[src/rtl/cntr_cla_n_if.sv]
// cntr_cla_n_if: control/data bundle for the CLA up/down counter
interface cntr_cla_n_if #(
  parameter int WIDTH = 8
);
  logic             load;
  logic             inc;
  logic             dec;
  logic             sat;
  logic [WIDTH-1:0] d_in;
  logic [WIDTH-1:0] d_out;
  logic [1:0]       o_state;
  logic             tc;
  logic             ovf;
  modport master (
    output load, inc, dec, sat, d_in,
    input  d_out, o_state, tc, ovf
  );
  modport slave (
    input  load, inc, dec, sat, d_in,
    output d_out, o_state, tc, ovf
  );
endinterface

[src/rtl/cntr_cla_n.sv]
// cntr_cla_n: loadable up/down counter on a 4-bit-group CLA adder; CNTR_SAT_EN enables clamping via sat
module cntr_cla_n #(
  parameter int WIDTH = 8,
  parameter int STEP  = 1
) (
  input logic         clk,
  input logic         reset,
  cntr_cla_n_if.slave bus
);
  typedef enum logic [1:0] {IDLE = 2'b00, LOAD = 2'b01, INC = 2'b10, DEC = 2'b11} state_t;
  localparam logic [WIDTH-1:0] STEP_W = WIDTH'(STEP);
  state_t           state_q, state_d;
  logic [WIDTH-1:0] cnt_q, cnt_d, operand, sum;
  logic             ovf_q, cin, carry, boundary;
  function automatic logic [4:0] cla4(input logic [3:0] a, input logic [3:0] b, input logic ci);
    logic [3:0] p, g;
    logic [4:0] c;
    p    = a ^ b;
    g    = a & b;
    c[0] = ci;
    c[1] = g[0] | (p[0] & ci);
    c[2] = g[1] | (p[1] & g[0]) | (p[1] & p[0] & ci);
    c[3] = g[2] | (p[2] & g[1]) | (p[2] & p[1] & g[0]) | (p[2] & p[1] & p[0] & ci);
    c[4] = g[3] | (p[3] & g[2]) | (p[3] & p[2] & g[1]) | (p[3] & p[2] & p[1] & g[0]) | (&p & ci);
    return {c[4], p ^ c[3:0]};
  endfunction
  always_comb begin
    state_d = bus.load ? LOAD : (bus.inc & ~bus.dec) ? INC : (bus.dec & ~bus.inc) ? DEC : IDLE;
  end
  assign cin     = (state_d == DEC);
  assign operand = cin ? ~STEP_W : STEP_W;
  // groups are lookahead internally, carry ripples group to group
  always_comb begin
    sum   = '0;
    carry = cin;
    for (int i = 0; i < WIDTH / 4; i++) begin
      {carry, sum[4*i +: 4]} = cla4(cnt_q[4*i +: 4], operand[4*i +: 4], carry);
    end
  end
  // carry out on INC is overflow, missing carry on DEC is a borrow
  assign boundary = ((state_d == INC) & carry) | ((state_d == DEC) & ~carry);
  always_comb begin
    cnt_d = (state_d == LOAD) ? bus.d_in : (state_d == IDLE) ? cnt_q : sum;
`ifdef CNTR_SAT_EN
    if (bus.sat & boundary) cnt_d = (state_d == INC) ? '1 : '0;
`endif
  end
`ifndef CNTR_SAT_EN
  logic unused_sat;
  assign unused_sat = bus.sat;
`endif
  always_ff @(posedge clk or posedge reset) begin
    if (reset) begin
      state_q <= IDLE;
      cnt_q   <= '0;
      ovf_q   <= 1'b0;
    end else begin
      state_q <= state_d;
      cnt_q   <= cnt_d;
      ovf_q   <= boundary;
    end
  end
  assign bus.d_out   = cnt_q;
  assign bus.o_state = state_q;
  assign bus.ovf     = ovf_q;
  assign bus.tc      = ((state_q == INC) & (&cnt_q)) | ((state_q == DEC) & ~(|cnt_q));
endmodule
[src/flat_wrapper.sv]
// flat-port wrapper written by rule: the top's interface ports become plain ports
module cntr_cla_n_flat 
#(
  parameter int WIDTH = 8,
  parameter int STEP  = 1
)
  (clk, reset, bus_load, bus_inc, bus_dec, bus_sat, bus_d_in, bus_d_out, bus_o_state, bus_tc, bus_ovf);
  cntr_cla_n_if #(.WIDTH(WIDTH)) bus_i ();
  input logic clk;
  input logic reset;
  input wire logic [$bits(bus_i.load)-1:0] bus_load;
  input wire logic [$bits(bus_i.inc)-1:0] bus_inc;
  input wire logic [$bits(bus_i.dec)-1:0] bus_dec;
  input wire logic [$bits(bus_i.sat)-1:0] bus_sat;
  input wire logic [$bits(bus_i.d_in)-1:0] bus_d_in;
  output wire logic [$bits(bus_i.d_out)-1:0] bus_d_out;
  output wire logic [$bits(bus_i.o_state)-1:0] bus_o_state;
  output wire logic [$bits(bus_i.tc)-1:0] bus_tc;
  output wire logic [$bits(bus_i.ovf)-1:0] bus_ovf;
  assign bus_i.load = bus_load;
  assign bus_i.inc = bus_inc;
  assign bus_i.dec = bus_dec;
  assign bus_i.sat = bus_sat;
  assign bus_i.d_in = bus_d_in;
  assign bus_d_out = bus_i.d_out;
  assign bus_o_state = bus_i.o_state;
  assign bus_tc = bus_i.tc;
  assign bus_ovf = bus_i.ovf;
  cntr_cla_n #(.WIDTH(WIDTH), .STEP(STEP)) u_core (.clk(clk), .reset(reset), .bus(bus_i));
endmodule
[config.mk]
export PLATFORM = sky130hd
export DESIGN_NAME = cntr_cla_n_flat
export DESIGN_NICKNAME = d
export VERILOG_FILES = /design/src/rtl/cntr_cla_n_if.sv /design/src/rtl/cntr_cla_n.sv /design/src/flat_wrapper.sv
export SDC_FILE = /design/constraint.sdc
export NUM_CORES = 1
export LEC_CHECK = 0
export CAP_MARGIN = 20
export CORE_MARGIN = 4
export CORE_UTILIZATION = 41
export DETAILED_ROUTE_END_ITERATION = 12
export PLACE_DENSITY = 0.69
export SYNTH_ARGS = -nofsm -noshare
export SYNTH_HDL_FRONTEND = slang
export SYNTH_SLANG_ARGS = --single-unit
[constraint.sdc]
create_clock -name clk -period 3.4 [get_ports clk]
set_clock_uncertainty 0.15 [all_clocks]
set_input_delay 0.85 -clock clk [delete_from_list [all_inputs] [get_ports clk]]
set_output_delay 0.85 -clock clk [all_outputs]
set_load 0.02 [all_outputs]
==> results of run 1 <==
-- cells by family after synthesis --
logic type	count (synthesis)
flops	11
mux	1
buf+inv	19
fa+ha+maj	5
simple gates	40
compound gates	34
xor+xnor	3
-- per-stage QoR --
stage                     setup TNS (ns)  cells  area [µm²]  total power, W
after global placement             -3.08    174        1370        0.000423
after detailed placement           -3.46    174        1370        0.000428
after CTS                              0    179        1410        0.000524
after floorplan                   -0.272    113        1040        0.000330
final                                  0    179        1430        0.000528
after global routing             -0.0163    179        1430        0.000562
-- worst max path at each step --
stage / from / endpoint / slack [ns] / depth (start not counted)
2_1_floorplan: bus_inc / u_core.bus.d_out[5]$_DFFE_PP0P_ / -0.27 / 15
3_3_place_gp: bus_inc / u_core.bus.d_out[5]$_DFFE_PP0P_ / -0.71 / 14
3_5_place_dp: bus_inc / u_core.bus.d_out[5]$_DFFE_PP0P_ / -0.81 / 14
4_1_cts: bus_inc / u_core.bus.d_out[5]$_DFFE_PP0P_ / 0.02 / 14
5_1_grt: bus_inc / u_core.bus.d_out[5]$_DFFE_PP0P_ / -0.02 / 14
6_report: bus_inc / u_core.bus.d_out[5]$_DFFE_PP0P_ / 0.05 / 14
-- Yosys cell counts --
| library cell | n | area [µm²] |
|---|---|---|
| o22a_1 | 2 | 17.5 |
| nor2_1 | 6 | 22.5 |
| o211ai_4 | 1 | 21.3 |
| nor4b_1 | 2 | 17.5 |
| ha_1 | 4 | 50.1 |
| or3b_1 | 1 | 8.76 |
| a31oi_1 | 4 | 25.0 |
| o32a_1 | 1 | 10.0 |
| buf_6 | 1 | 11.3 |
| nand4b_1 | 1 | 8.76 |
| nor3_1 | 4 | 20.0 |
| a22o_1 | 1 | 8.76 |
| xnor2_1 | 3 | 26.3 |
| inv_1 | 12 | 45.0 |
| clkbuf_1 | 6 | 22.5 |
| nand4bb_1 | 1 | 11.3 |
| nand3_1 | 4 | 20.0 |
| a221oi_2 | 1 | 15.0 |
| a31oi_4 | 1 | 21.3 |
| or3b_2 | 1 | 8.76 |
| o21ai_0 | 7 | 35.0 |
| or4_1 | 1 | 7.51 |
| a21bo_2 | 1 | 10.0 |
| nor2b_1 | 4 | 25.0 |
| nand2b_1 | 1 | 6.26 |
| nand2_1 | 7 | 26.3 |
| or2_2 | 1 | 6.26 |
| mux2i_1 | 1 | 10.0 |
| o22ai_1 | 2 | 12.5 |
| or3_1 | 3 | 18.8 |
| o311ai_1 | 1 | 8.76 |
| a22oi_1 | 4 | 30.0 |
| o221ai_1 | 1 | 8.76 |
| nand4_1 | 2 | 12.5 |
| a32oi_1 | 1 | 8.76 |
| and2_1 | 1 | 6.26 |
| dfrtp_1 | 11 | 275 |
| a21o_1 | 1 | 7.51 |
| fa_1 | 1 | 20.0 |
| a21oi_1 | 5 | 25.0 |
-- flip-flops by register name (all words and copies together), names as in the netlist --
register,cells
u_core.bus.d_out,8
u_core.bus.o_state,2
u_core.bus.ovf,1
-- repair_timing --
item	in CTS	in global routing
setup endpoints to repair	5	1
setup buffers	1	0
pin swaps	7	7
resized for setup	15	5
-- layer usage --
| metal | GRT usage | wire length, µm | vias to the layer above |
|---|---|---|---|
| met5 | 0 | 0 | - |
| met1 | 0.212 | 1130 | 478 |
| met4 | 0.0339 | 9 | 0 |
| met3 | 0.0603 | 160 | 2 |
| li1 | - | - | 492 |
| met2 | 0.304 | 1370 | 30 |
-- cells in the final DEF, fill, tap and decap left out, types with 3 or more instances in the layout --
cell             count
nand3_1              4
a31oi_1              4
a22oi_1              4
nor2_1               5
xnor2_1              3
nor2b_1              3
a21oi_1              3
nand2_1              7
or3_1                3
nor3_1               3
dfrtp_1             11
clkdlybuf4s50_1     21
o21ai_0              6
clkbuf_4             3
buf_4               16
inv_1               11
-- worst max-delay path: stages --
cell and delay, ns:
buf_8 0.09, inv_12 0.03, ha_4 0.22, or3b_4 0.40, ha_4 0.29, nor3_4 0.04, o211ai_4 0.20, a21oi_2 0.09
fa_2 0.37, nor2b_4 0.14, or4_4 0.42, a21oi_2 0.14, a21oi_1 0.05, o21ai_1 0.07
-- area by class of cell --
class	count	area, µm²	share of cell area
sequential	11	275	0.193
inverter	12	57.6	0.0403
clock buffer	3	22.5	0.0158
clock inverter	1	5.00	0.00350
multi-input combinational	83	663	0.464
timing repair buffer	41	370	0.259
tap	28	35.0	0.0245
-- power groups by stage --
| stage | registers [W] | logic (W) | clock network, W |
|---|---|---|---|
| global placement | 0.000183 | 0.000240 | 0 |
| detailed placement | 0.000184 | 0.000244 | 0 |
| finish | 0.000183 | 0.000251 | 0.0000938 |
| CTS | 0.000182 | 0.000249 | 0.0000928 |
| floorplan | 0.000194 | 0.000136 | 0 |
| global route | 0.000187 | 0.000270 | 0.000104 |
==> metrics.cfg, run 1 <==
[timing]
setup_slack_ns=0.0456
drv_slew=0
min_period_over_period=0.987
rsz0062_at_grt=true
setup-violations-final=0
slew_headroom=0.714
hold_viol=0
fmax_ghz=0.298
worst_slew_pin_slew_ns=0.429
fin_crit_ns=3.35
holdWs_ns=0.491

[synth]
syn-num-nets=132
synth.avg_cell_area_um2=8.43
synthAdderAreaFrac=0.0736
netlist_area_um2=952
synth_top_family_by_area=compound AO/OA/AOI/OAI gates
synth-simple-area-share=0.238
synth-compound-area-share=0.279
yosysUniqueCellTypes=40
ys_seq_elements=11
syn_inst=113
synth-xor-area-share=0.0276
synthMuxAreaShare=0.0105
yosys_warnings=0
yosysSeqAreaShare=0.289

[finish]
finish.utilization=0.646
fill_cells=178
drive_above_1_share=0.265
diodes=0
area_delta_synth_final_pct=50.1
nets=171

[drt]
routed_wl_mm=2.67
wire_per_inst_um=14.9
ant_nets=0
drtPass1Iterations=4
drc=0
drt_iter0_drc=25
viasPerCell=5.60
dr_total_vias=1002

[setup_path]
path_class=in2reg
crit_fanout=2
r2r_cells=10
r2r_slack_ns=0.83
reg2reg_to=u_core.bus.d_out[5]$_DFFE_PP0P_
rr_startpoint=u_core.bus.d_out[0]$_DFFE_PP0P_
start_kind=input pin
cp.required_ns=3.46
critPathCaptureType=flop
worstPathArrival_ns=3.41

[floorplanning]
die_h_um=56.2
io_pins=26
coreArea_mm2=0.00221
fp.dieW_um=56.2
initial_utilization=0.430
row_count=17
fp.dieArea_mm2=0.00316

[cts]
cts_made_buffers=3
ctsHoldBuffers=0
cts_root_buf=clkbuf_4
h-tree-depth=1
cts.sinks=11
insertion_delay_ns=0.28
clock_path_buffers=2
cts_tree=built
path_clk_slew_ns=0.08

[power]
cellPowerDensity_mw_per_mm2=369
power_frac_seq=0.346
p_clk_frac=0.178
p_int_w=0.000323
leakagePower_nw=0.612
comb_power_share=0.476
p_sw_frac=0.388
p_sw_w=0.000205
irDropWorstVdd_uv=344

[status]
outcome=finished clean

[global_route]
grt.total_usage=0.176
antenna_found_initial=0
overflow=0
grt_pass1_wl_mm=4.37
grt_pass1_vias=961
grt_max_degree=19

[placed_design]
dp_slack_ns=-0.811
routabilityCongestion=0.883
hpwl_mm=2.01
numPortBuffers=24

[worst_hold_path]
worstHoldStart=u_core.bus.d_out[7]$_DFFE_PP0P_
hold_end=u_core.bus.d_out[7]$_DFFE_PP0P_
hold_depth=1
hold_path.class=reg2reg

[flow_run]
max_cap_violations=0

(Power assumes the default switching activity.)
==> inputs of run 2 (changes only) <==
--- a/config.mk
+++ b/config.mk
@@ -9,6 +9,7 @@
 export CORE_MARGIN = 4
 export CORE_UTILIZATION = 41
 export DETAILED_ROUTE_END_ITERATION = 12
+export HOLD_SLACK_MARGIN = 0.08
 export PLACE_DENSITY = 0.69
 export SYNTH_ARGS = -nofsm -noshare
 export SYNTH_HDL_FRONTEND = slang
==> results of run 2 <==
Same layout as run 1: the final DEF is identical, and so are final timing and power.
==> inputs of run 3 (changes only) <==
--- a/config.mk
+++ b/config.mk
@@ -11,6 +11,7 @@
 export DETAILED_ROUTE_END_ITERATION = 12
 export HOLD_SLACK_MARGIN = 0.08
 export PLACE_DENSITY = 0.69
+export SKIP_LAST_GASP = 1
 export SYNTH_ARGS = -nofsm -noshare
 export SYNTH_HDL_FRONTEND = slang
 export SYNTH_SLANG_ARGS = --single-unit
==> run 3 against run 2 <==
  * Via count increased by 4.5%
  * Sequential share of layout area increased by 0.14 points
  * Worst hold slack improved by 0.010 ns
  * Setup slack got worse by 0.0079 ns
  * Sequential power about the same
  * First-iteration DRC count decreased by 8.0%
  * Global-route usage unchanged
  * Critical path depth unchanged
==> metrics.cfg, run 3 (synthesis results as in run 1) <==
[status]
outcome=finished clean

[placed_design]
dp_slack_ns=-0.811  ; unchanged
hpwl_mm=2.01  ; unchanged
numPortBuffers=24  ; unchanged
routabilityCongestion=0.883  ; unchanged

[finish]
largest_reg_flops=8  ; unchanged
area_delta_synth_final_pct=49.0
diodes=0  ; unchanged
final_cell_mix=clkdlybuf4s50_1 (21), buf_4 (17), inv_1 (11), dfrtp_1 (11), nand2_1 (7)
fill_cells=182  ; +2.2%
nets=171  ; unchanged
layout_commonest_cell=clkdlybuf4s50_1
drive_above_1_share=0.258  ; -0.00662
finish.utilization=0.641  ; -0.00453

[global_route]
grt.total_usage=0.176  ; unchanged
overflow=0  ; unchanged
grt_pass1_vias=961  ; unchanged
antenna_found_initial=0  ; unchanged
grt_max_degree=19  ; unchanged
grt_pass1_wl_mm=4.37  ; unchanged

[setup_path]
start_kind=input pin
cp.required_ns=3.46  ; about the same
cpPeakStageDelay_ns=0.42  ; about the same
rr_startpoint=u_core.bus.d_out[0]$_DFFE_PP0P_
crit_fanout=2  ; unchanged
path_class=in2reg
critPathCaptureType=flop
slowest_stage=or4_4
critPathLaunch=bus_inc
critical_path.cell_chain=buf_6 > inv_12 > ha_4 > or3b_4 > ha_4 > nor3_4 > o211ai_4 > a21oi_2 > fa_2 > nor2b_4 > or4_4 > a21oi_2 > a21oi_1 > o21ai_1
worstPathArrival_ns=3.42  ; about the same

[floorplanning]
coreArea_mm2=0.00221  ; unchanged
initial_utilization=0.430  ; unchanged
io_pins=26  ; unchanged
fp.dieArea_mm2=0.00316  ; unchanged
fp.dieW_um=56.2  ; unchanged
row_count=17  ; unchanged
die_h_um=56.2  ; unchanged

[power]
p_int_w=0.000322  ; -0.41%
p_sw_frac=0.389  ; +0.00168
p_clk_frac=0.178  ; about the same
irDropWorstVdd_uv=347  ; +0.76%
cellPowerDensity_mw_per_mm2=372  ; +0.56%
comb_power_share=0.475  ; about the same
power_frac_seq=0.347  ; about the same
leakagePower_nw=0.609  ; -0.48%
p_sw_w=0.000205  ; +0.29%

[drt]
viasPerCell=5.85  ; +4.5%
dr_total_vias=1047  ; +4.5%
ant_nets=0  ; unchanged
drtPass1Iterations=4  ; unchanged
wire_per_inst_um=15.1  ; +1.3%
routed_wl_mm=2.71  ; +1.3%
drc=0  ; unchanged
drt_iter0_drc=23  ; -8.0%

[cts]
cts_made_buffers=3  ; unchanged
h-tree-depth=1  ; unchanged
cts_root_buf=clkbuf_4
cts.sinks=11  ; unchanged
insertion_delay_ns=0.28  ; about the same
ctsHoldBuffers=0  ; unchanged
clock_path_buffers=2  ; unchanged
cts_tree=built
path_clk_slew_ns=0.08  ; about the same

[timing]
fmax_ghz=0.297  ; -0.24%
setup_slack_ns=0.0376  ; -0.00794 ns
worst_slew_pin_slew_ns=0.426  ; -0.00254 ns
hold_viol=0  ; unchanged
fin_crit_ns=3.36  ; +0.00794 ns
slew_headroom=0.716  ; +0.00170
min_period_over_period=0.989  ; +0.00233
drv_slew=0  ; unchanged
setup-violations-final=0  ; unchanged
rsz0062_at_grt=true

[flow_run]
max_cap_violations=0  ; unchanged

[worst_hold_path]
hold_path.class=reg2reg
worstHoldStart=u_core.bus.d_out[7]$_DFFE_PP0P_

## run 3: cell count changes in the layout (fill, tap and decap cells not counted)
cell    change
buf_4       +1
nor2_1      +1
nor2_2      -1
buf_8       -1
## run 3: through the flow
stage / total power, W / cell area, µm² / hold WS, ns / TNS (ns) / std cells
2_1_floorplan: 0.000330 / 1040 / 0.538 / -0.272 / 113
3_3_place_gp: 0.000423 / 1370 / 0.473 / -3.08 / 174
3_5_place_dp: 0.000428 / 1370 / 0.481 / -3.46 / 174
4_1_cts: 0.000524 / 1410 / 0.493 / 0 / 179
5_1_grt: 0.000560 / 1420 / 0.517 / -0.0307 / 179
6_report: 0.000527 / 1420 / 0.501 / 0 / 179
## run 3: path summary, 6_finish.rpt
| kind | endpoint | slack, ns | cells after the start |
|---|---|---|---|
| min in group asynchronous | u_core.bus.d_out[6]$_DFFE_PP0P_ | 0.70 | 2 |
| max in group asynchronous | u_core.bus.d_out[7]$_DFFE_PP0P_ | 2.09 | 2 |
| worst min-delay path | u_core.bus.d_out[7]$_DFFE_PP0P_ | 0.50 | 1 |
| worst min register to register | u_core.bus.d_out[7]$_DFFE_PP0P_ | 0.50 | 1 |
| worst max register to register | u_core.bus.d_out[5]$_DFFE_PP0P_ | 0.83 | 10 |
| worst max-delay path | u_core.bus.d_out[5]$_DFFE_PP0P_ | 0.04 | 14 |
## run 3: power by group through the flow
stage                      Clock, W  Combinational [W]  Sequential, W
final                     0.0000938           0.000250       0.000183
after global routing       0.000104           0.000269       0.000187
after CTS                 0.0000928           0.000249       0.000182
after detailed placement          0           0.000244       0.000184
after global placement            0           0.000240       0.000183
after floorplan                   0           0.000136       0.000194
## run 3: repair_timing
item	CTS	global route
setup buffers	1	0
pin swaps	7	7
resized for setup	15	2
endpoints found under the hold margin	0	0
endpoints found under the setup margin	5	1
## run 3: critical path, delay by kind of cell
family,cells,cell delay (ns)
AND/OR/NAND/NOR,4,0.99
adder cells (fa/ha/maj),3,0.87
AO/OA/AOI/OAI,5,0.56
buffers and inverters,2,0.13
## run 3: layer usage
layer	track usage	wire, µm	up-vias	share of wire
li1	-	-	493	-
met1	0.212	1130	506	0.42
met2	0.304	1380	44	0.51
met3	0.0603	182	4	0.067
met4	0.0339	25	0	0.0092
met5	0	0	-	0
## run 3: layout make-up
type,instances,area [µm²],share of cell area
clock buffers,3,22.5,0.0159
clock inverters,1,5.00,0.00353
inverters,12,57.6,0.0406
multi-input cells,83,661,0.466
flip-flops and latches,11,275,0.194
well taps,28,35.0,0.0247
repair buffers,41,363,0.256
